--- config.mk ---
export PLATFORM = sky130hd
export DESIGN_NAME = bg_color_scheduler
export DESIGN_NICKNAME = d
export VERILOG_FILES = /design/src/rtl/bg_color_pkg.sv /design/src/rtl/bg_color_scheduler_sof_divider.sv /design/src/rtl/bg_color_scheduler.sv
export SDC_FILE = /design/constraint.sdc
export NUM_CORES = 1
export LEC_CHECK = 0
export CAP_MARGIN = 30
export CORE_UTILIZATION = 55
export CTS_CLUSTER_DIAMETER = 40
export DETAILED_ROUTE_END_ITERATION = 8
export DONT_BUFFER_PORTS = 1
export PLACE_DENSITY_LB_ADDON = 0.05
export REMOVE_ABC_BUFFERS = 1
export SETUP_SLACK_MARGIN = 0.4
export SYNTH_ARGS = -nofsm -noshare
export SYNTH_HDL_FRONTEND = slang
export SYNTH_SLANG_ARGS = --single-unit
--- constraint.sdc ---
create_clock -name clk -period 3.1 [get_ports clk]
set_input_delay 0.93 -clock clk [delete_from_list [all_inputs] [get_ports clk]]
set_output_delay 0.93 -clock clk [all_outputs]
set_load 0.1 [all_outputs]
--- src/rtl/bg_color_pkg.sv ---
// Shared types and code constants for the background color scheduler.
package bg_color_pkg;

    typedef logic [2:0] color_code_t;

    typedef enum logic [1:0] {
        IDLE,
        CYCLE,
        FLASH_HIT,
        FLASH_LEVEL
    } bg_state_t;

    localparam color_code_t CODE_IDLE  = 3'b000;
    localparam color_code_t CODE_LEVEL = 3'b110;
    localparam color_code_t CODE_HIT   = 3'b111;

endpackage

--- src/rtl/bg_color_scheduler_sof_divider.sv ---
// Frame-pulse divider: counts qualified startOfFrame pulses up to LIMIT.
// done is a combinational one-clk pulse on the pulse that reaches LIMIT;
// the counter wraps to zero on that same edge. clear has priority.
module sof_divider #(
    parameter int unsigned LIMIT = 30
) (
    input  logic clk,
    input  logic reset,
    input  logic clear,
    input  logic pulse,
    output logic done
);

    localparam int unsigned W    = $clog2(LIMIT + 1);
    localparam logic [W-1:0] LAST = W'(LIMIT - 1);

    logic [W-1:0] count;

    assign done = pulse && (count == LAST);

    // Pulse counter with synchronous clear; never holds a value above LIMIT-1.
    always_ff @(posedge clk) begin
        if (reset || clear) begin
            count <= '0;
        end else if (pulse) begin
            count <= done ? '0 : count + W'(1);
        end
    end

endmodule

--- src/rtl/bg_color_scheduler.sv ---
// Background color-code sequencer/arbiter: ambient palette stepping plus
// one-shot flash grants (level > hit). Optional macro BG_PINGPONG_EN makes the
// ambient index bounce 0 -> CYCLE_LAST -> 0 instead of wrapping.
module bg_color_scheduler
    import bg_color_pkg::*;
#(
    parameter int unsigned FRAMES_PER_STEP = 30,
    parameter int unsigned FLASH_FRAMES    = 15,
    parameter int unsigned CYCLE_LAST      = 5
) (
    input  logic        clk,
    input  logic        reset,
    input  logic        startOfFrame,
    input  logic        enable,
    input  logic        hitReq,
    input  logic        levelReq,
    output logic        hitAck,
    output logic        levelAck,
    output logic [2:0]  generatedColorCode,
    output logic        flashActive
);

    localparam color_code_t CL = color_code_t'(CYCLE_LAST);

    bg_state_t   state, state_nx;
    color_code_t idx, idx_nx, code_nx;
    logic        hit_blk, lvl_blk;
    logic        grant_hit, grant_lvl;
    logic        in_flash, nx_flash;
    logic        amb_pulse, amb_done, amb_clr;
    logic        fl_pulse, fl_done, fl_clr;
`ifdef BG_PINGPONG_EN
    logic        dir_up, dir_nx;
`endif

    assign in_flash = (state == FLASH_HIT) || (state == FLASH_LEVEL);
    assign nx_flash = (state_nx == FLASH_HIT) || (state_nx == FLASH_LEVEL);

    // Arbitration: a request is eligible only after dropping since its last grant.
    always_comb begin
        grant_hit = 1'b0;
        grant_lvl = 1'b0;
        case (state)
            IDLE, CYCLE: begin
                if (levelReq && !lvl_blk)    grant_lvl = 1'b1;
                else if (hitReq && !hit_blk) grant_hit = 1'b1;
            end
            FLASH_HIT: begin
                if (levelReq && !lvl_blk)    grant_lvl = 1'b1;
            end
            default: ;
        endcase
    end

    // A grant swallows a coincident frame pulse for both dividers.
    assign amb_pulse = startOfFrame && (state == CYCLE) && !grant_lvl && !grant_hit;
    assign fl_pulse  = startOfFrame && in_flash && !grant_lvl;
    assign amb_clr   = (state_nx == IDLE) || (in_flash && state_nx == CYCLE);
    assign fl_clr    = grant_lvl || grant_hit || !nx_flash;

    sof_divider #(.LIMIT(FRAMES_PER_STEP)) u_amb_div (
        .clk   (clk),
        .reset (reset),
        .clear (amb_clr),
        .pulse (amb_pulse),
        .done  (amb_done)
    );

    sof_divider #(.LIMIT(FLASH_FRAMES)) u_flash_div (
        .clk   (clk),
        .reset (reset),
        .clear (fl_clr),
        .pulse (fl_pulse),
        .done  (fl_done)
    );

    // Next-state, ambient index and next registered output code.
    always_comb begin
        state_nx = state;
        idx_nx   = idx;
`ifdef BG_PINGPONG_EN
        dir_nx   = dir_up;
`endif
        if (grant_lvl) begin
            state_nx = FLASH_LEVEL;
        end else if (grant_hit) begin
            state_nx = FLASH_HIT;
        end else begin
            case (state)
                IDLE, CYCLE: begin
                    state_nx = enable ? CYCLE : IDLE;
                    if (enable && amb_done) begin
`ifdef BG_PINGPONG_EN
                        if (dir_up) begin
                            idx_nx = idx + 3'd1;
                            if (idx_nx == CL) dir_nx = 1'b0;
                        end else begin
                            idx_nx = idx - 3'd1;
                            if (idx_nx == '0) dir_nx = 1'b1;
                        end
`else
                        idx_nx = (idx == CL) ? '0 : idx + 3'd1;
`endif
                    end
                end
                FLASH_HIT, FLASH_LEVEL: begin
                    if (fl_done) state_nx = enable ? CYCLE : IDLE;
                end
                default: state_nx = IDLE;
            endcase
        end
        if (state_nx == IDLE) begin
            idx_nx = '0;
`ifdef BG_PINGPONG_EN
            dir_nx = 1'b1;
`endif
        end
        case (state_nx)
            FLASH_HIT:   code_nx = CODE_HIT;
            FLASH_LEVEL: code_nx = CODE_LEVEL;
            CYCLE:       code_nx = idx_nx;
            default:     code_nx = CODE_IDLE;
        endcase
    end

    // State, index, request blocking flags and registered outputs.
    always_ff @(posedge clk) begin
        if (reset) begin
            state              <= IDLE;
            idx                <= '0;
            hit_blk            <= 1'b0;
            lvl_blk            <= 1'b0;
            hitAck             <= 1'b0;
            levelAck           <= 1'b0;
            flashActive        <= 1'b0;
            generatedColorCode <= CODE_IDLE;
`ifdef BG_PINGPONG_EN
            dir_up             <= 1'b1;
`endif
        end else begin
            state              <= state_nx;
            idx                <= idx_nx;
            hit_blk            <= grant_hit || (hit_blk && hitReq);
            lvl_blk            <= grant_lvl || (lvl_blk && levelReq);
            hitAck             <= grant_hit;
            levelAck           <= grant_lvl;
            flashActive        <= nx_flash;
            generatedColorCode <= code_nx;
`ifdef BG_PINGPONG_EN
            dir_up             <= dir_nx;
`endif
        end
    end

endmodule

==> results of run 1 <==
[kinds of logic (layout without fill, tap and decap cells)]
kind of cell / Yosys count / count (layout) / share of synthesized area [%]
fa+ha+maj: 4 / 4 / 4.99
xor+xnor: 3 / 3 / 2.62
compound gates: 20 / 20 / 14.1
buf+inv: 12 / 10 / 5.98
simple gates: 48 / 48 / 26.4
flops: 22 / 22 / 43.9
mux: 2 / 2 / 2.00
[Yosys cell counts (2+ instances only)]
cell type  instances  area share, %
dfxtp_1           22             44
nor2_1            20            7.5
a21oi_1            6            3.0
inv_1              6            2.2
nand2_1            6            2.2
clkbuf_1           4            1.5
ha_1               4            5.0
nor2b_1            4            2.5
nor3_1             4            2.0
a211oi_1           2            1.5
and4_1             2            1.7
buf_6              2            2.2
mux2i_1            2            2.0
nand4_1            2            1.2
nor3b_1            2            1.5
o21a_1             2            1.5
o31ai_1            2            1.5
xor2_1             2            1.7
[layout make-up]
| class | instances | area share [%] |
|---|---|---|
| multi-input cells | 77 | 47.9 |
| flip-flops and latches | 22 | 42.0 |
| inverters | 6 | 2.15 |
| clock buffers | 3 | 2.15 |
| well taps | 25 | 2.98 |
| clock inverters | 1 | 2.86 |
[report_power, final]
group / leakage, nW / switching, mW / total, mW / internal, mW
registers: 0.180 / 0.0499 / 0.343 / 0.293
clock network: 0.0279 / 0.0906 / 0.221 / 0.131
logic: 0.214 / 0.0195 / 0.0336 / 0.0141
[layout by cell type (no fill, tap or decap), types with 2 or more instances in the layout]
cell      synthesis  routed
nor3_1            4       4
nor3b_1           2       2
and4_1            2       2
o21a_1            2       2
mux2i_1           2       2
dfxtp_1          22      22
inv_1             6       6
a211oi_1          2       2
nand4_1           2       2
ha_1              4       4
o31ai_1           2       2
a21oi_1           6       6
nor2_1           20      20
xor2_1            2       2
nand2_1           6       6
clkbuf_4          0       3
nor2b_1           4       4
[stage by stage]
step	util [%]	worst slack (ns)	power [mW]	cell area (sq um)
floorplan	-	0.902	0.376	966
finish	60.8	0.877	0.598	1050
global placement	57.8	0.827	0.383	997
CTS	60.8	0.862	0.606	1050
detailed placement	57.8	0.756	0.383	997
global route	60.8	0.845	0.619	1050
[registers in the layout, indices dropped and copies added (netlist names), 2 cells and up]
name,cells
state,2
idx,3
u_flash_div.count,4
generatedColorCode,3
u_amb_div.count,5
[routing by layer]
layer | part of all wire (%) | track usage, %
met4 | 0.92 | 5.45
met3 | 5.8 | 9.60
met5 | 0 | 0
met1 | 49 | 24.2
met2 | 44 | 26.8
[final timing paths]
path                              start                     to  slack [ns]  cells after the start
setup / recovery  generatedColorCode[2]  generatedColorCode[2]        0.88                      0
setup reg to reg   u_flash_div.count[0]   u_flash_div.count[1]        1.31                      5
hold reg to reg                 lvl_blk                lvl_blk        0.50                      2
hold / removal                  lvl_blk                lvl_blk        0.50                      2
==> flow_metrics.env, run 1 <==
export IMPL_vias=730
export IMPL_nFillCells=155
export IMPL_io_buffers=0
export IMPL_die_w_um=44.7
export IMPL_antenna_found_initial=0
export IMPL_grt_pass1_wl_um=2640
export IMPL_cts_hold_buf=0
export IMPL_synth_flop_cell="dfxtp_1"
export IMPL_hold_slack_ns=0.503
export IMPL_start_util_pct=58.1
export IMPL_drtPass1Iterations=4
export IMPL_end_kind="primary output"
export IMPL_cts_tree="built"
export IMPL_core_area_sq_um=1730
export IMPL_setup_tns_final_ns=0
export IMPL_synthArstFlopShare_pct=0
export IMPL_hold_viol=0
export IMPL_hpwl_um=1140
export IMPL_rsz0062_at_grt="no"
export IMPL_cp_max_fo=1
export IMPL_clock_latency_ns=0.31
export IMPL_crit_arrival_ns=1.29
export IMPL_finalNonFillerCells=134
export IMPL_yosys_warnings=0
export IMPL_clock_sinks=22
export IMPL_required_ns=2.17
export IMPL_overflow=0
export IMPL_wire_per_inst_um=12.1
export IMPL_syn_area_sq_um=1000
export IMPL_maxSlewHeadroom_pct=36.1
export IMPL_syn_to_final_growth_pct=4.61
export IMPL_skew_ns=0.00476
export IMPL_grt_max_degree=14
export IMPL_p_leak_nw=0.422
export IMPL_yosysSeqAreaShare_pct=43.9
export IMPL_num_nets_final=120
export IMPL_cts_inserted_buffers=3
export IMPL_drive_gt1_share_pct=7.34
export IMPL_drv_slew=0
export IMPL_critPathKind="reg2out"
export IMPL_htree_levels=1
export IMPL_ios=12
export IMPL_max_slew_worst_pin_slew_ns=0.957
export IMPL_outcome="finished clean"
export IMPL_syn_avg_cell_area_sq_um=9.04
export IMPL_final_setup_viol_count=0
export IMPL_ff_latch_area_sq_um=440
export IMPL_startpoint_type="flop"
export IMPL_grt_usage_pct=18.5
export IMPL_synthCells=111
export IMPL_placementRows=15
export IMPL_fin_crit_sh_pct=71.7
export IMPL_drtIter0Drc=11
export IMPL_fp_dieH_um=44.7
export IMPL_synth_distinct_cells=35
export IMPL_final_antenna_net_count=0
export IMPL_fmax_ghz=0.450
export IMPL_dieArea_sq_um=2000
export IMPL_synth_edf_count=0
export IMPL_maxCapViolCount=0
export IMPL_min_period_ns=2.22
export IMPL_multi_input_area_sq_um=503
export IMPL_peakVddDrop_uv=486
export IMPL_post_cts_buffers=0
export IMPL_clk_pin_slew_ns=0.13
export IMPL_holdCritPathClass="reg2reg"
export IMPL_cts_resized=0
export IMPL_vias_per_cell=5.45
export IMPL_yosys_register_bits=22
export IMPL_place_inst=130
export IMPL_drcViolationCount=0
export IMPL_routed_wl_um=1630
export IMPL_grt_pass1_vias=595
export IMPL_clk_path_buf_depth=2
export IMPL_power_density_nw_per_um2=570
export IMPL_diodes=0
export IMPL_cts_root_buf="clkbuf_4"
export IMPL_gp_congestion=0.836
No activity file was read; power rests on OpenSTA's default activity.
==> run 2: changes to the inputs <==
--- a/config.mk
+++ b/config.mk
@@ -6,7 +6,7 @@
 export NUM_CORES = 1
 export LEC_CHECK = 0
 export CAP_MARGIN = 30
-export CORE_UTILIZATION = 55
+export CORE_UTILIZATION = 54
 export CTS_CLUSTER_DIAMETER = 40
 export DETAILED_ROUTE_END_ITERATION = 8
 export DONT_BUFFER_PORTS = 1
==> constraint.sdc (replaced) <==
create_clock -name clk -period 2 [get_ports clk]
set_input_delay 0.6 -clock clk [delete_from_list [all_inputs] [get_ports clk]]
set_output_delay 0.6 -clock clk [all_outputs]
set_load 0.1 [all_outputs]
==> flow_metrics.env, run 2 (synthesis results as in run 1) <==
export IMPL_outcome="finished clean"
export IMPL_required_ns=2.21
export IMPL_clk_pin_slew_ns=0.12
export IMPL_rsz0062_at_grt="yes"
export IMPL_grt_pass1_vias=651
export IMPL_gp_congestion=0.778
export IMPL_diodes=0
export IMPL_max_slew_worst_pin_slew_ns=0.347
export IMPL_drcViolationCount=0
export IMPL_grt_max_degree=14
export IMPL_final_util_pct=67.0
export IMPL_regMostFlops="u_amb_div.count"
export IMPL_startpoint_type="flop"
export IMPL_layout_common_cells="19 x nor2_1, 19 x dfxtp_1, 10 x buf_4"
export IMPL_combPwrFrac_pct=15.0
export IMPL_p_leak_nw=0.477
export IMPL_min_period_ns=1.56
export IMPL_fin_crit_sh_pct=77.9
export IMPL_critPathKind="reg2reg"
export IMPL_drv_slew=0
export IMPL_setup_tns_final_ns=0
export IMPL_intPower_mw=0.698
export IMPL_drtIter0Drc=12
export IMPL_num_nets_final=130
export IMPL_vias=757
export IMPL_hold_viol=0
export IMPL_syn_to_final_growth_pct=15.3
export IMPL_core_area_sq_um=1730
export IMPL_path_delay_family="simple AND/OR/NAND/NOR gates"
export IMPL_cts_inserted_buffers=3
export IMPL_swShare_pct=26.1
export IMPL_fmax_ghz=0.642
export IMPL_overflow=0
export IMPL_wire_per_inst_um=11.7
export IMPL_fp_dieH_um=45.1
export IMPL_crit_arrival_ns=1.77
export IMPL_path_cells="nand2_1, or4_4, o21a_1, o21ai_1, a21oi_1"
export IMPL_end_kind="flop"
export IMPL_reg_top3="u_amb_div.count (5), u_flash_div.count (4)"
export IMPL_placementRows=15
export IMPL_cp_max_fo=7
export IMPL_dieArea_sq_um=2030
export IMPL_cts_tree="built"
export IMPL_clock_sinks=22
export IMPL_drtPass1Iterations=4
export IMPL_skew_ns=0.00726
export IMPL_final_antenna_net_count=0
export IMPL_grt_usage_pct=19.5
export IMPL_p_switching_mw=0.246
export IMPL_routed_wl_um=1690
export IMPL_max_stage_delay_ns=0.58
export IMPL_grt_pass1_wl_um=2780
export IMPL_crit_slowest_cell="or4_4"
export IMPL_dpl_cell_area_sq_um=1060
export IMPL_hpwl_um=1200
export IMPL_cts_root_buf="clkbuf_4"
export IMPL_io_buffers=0
export IMPL_clock_latency_ns=0.31
export IMPL_die_w_um=45.1
export IMPL_largest_reg_flops=5
export IMPL_fin_ws_ns=0.443
export IMPL_vias_per_cell=5.26
export IMPL_p_clk_share_pct=35.6
export IMPL_fin_area_sq_um=1160
export IMPL_maxSlewHeadroom_pct=76.8
export IMPL_seq_power_share_pct=49.4
export IMPL_place_worst_setup_slack_ns=0.0655
export IMPL_cts_hold_buf=0
export IMPL_antenna_found_initial=0
export IMPL_power_density_nw_per_um2=816
export IMPL_clk_path_buf_depth=2
export IMPL_htree_levels=1
export IMPL_worst_path_buf_inv=0
export IMPL_drive_gt1_share_pct=25.2
export IMPL_maxCapViolCount=0
export IMPL_peakVddDrop_uv=662
export IMPL_ios=12
export IMPL_holdCritPathClass="in2reg"
export IMPL_final_setup_viol_count=0
export IMPL_start_util_pct=58.1
## run 2: changes by cell type in the layout (fill, tap and decap cells not counted), sizes merged
| cell | delta |
|---|---|
| buf | +10 |
## run 2: per-layer routing
layer / track usage (%) / part of all wire (%)
met5: 0 / 0
met1: 24.8 / 49
met2: 30.7 / 45
met3: 8.80 / 4.6
met4: 3.64 / 1.0
## run 2: repair_timing
| action | 4_1_cts | 5_1_grt |
|---|---|---|
| endpoints found under the setup margin | 6 | 10 |
| pin swaps | 0 | 5 |
| gates cloned | 0 | 0 |
| setup buffers | 1 | 1 |
| resized for setup | 4 | 9 |
## run 2: layout make-up
class / count / area [sq um]
Tap cell: 25 / 31.3
Sequential cell: 22 / 444
Inverter: 6 / 22.5
Multi-Input combinational cell: 77 / 532
Clock buffer: 3 / 22.5
Clock inverter: 1 / 30.0
Fill cell: 154 / 569
Timing Repair Buffer: 10 / 75.1
## run 2: power groups by stage
| stage | logic, mW | registers, mW | clock network [mW] |
|---|---|---|---|
| 6_report | 0.142 | 0.467 | 0.336 |
| 5_1_grt | 0.151 | 0.469 | 0.360 |
| 4_1_cts | 0.139 | 0.466 | 0.346 |
| 3_5_place_dp | 0.134 | 0.476 | 0 |
| 3_3_place_gp | 0.133 | 0.476 | 0 |
| 2_1_floorplan | 0.0435 | 0.539 | 0 |
## run 2: stage by stage
stage                     instances  hold WS, ns  power [mW]
after global routing            144        0.319       0.980
after detailed placement        138        0.487       0.610
after CTS                       143        0.328       0.951
after global placement          138        0.484       0.608
final                           144        0.338       0.944
after floorplan                 105        0.472       0.583
## run 2: final timing paths
| kind | endpoint | slack (ns) | cells past startpoint | from |
|---|---|---|---|---|
| max | generatedColorCode[0] | 0.44 | 5 | state[0] |
| min reg2reg | hit_blk | 0.50 | 2 | hit_blk |
| min | levelAck | 0.34 | 1 | reset |
| max reg2reg | generatedColorCode[0] | 0.44 | 5 | state[0] |
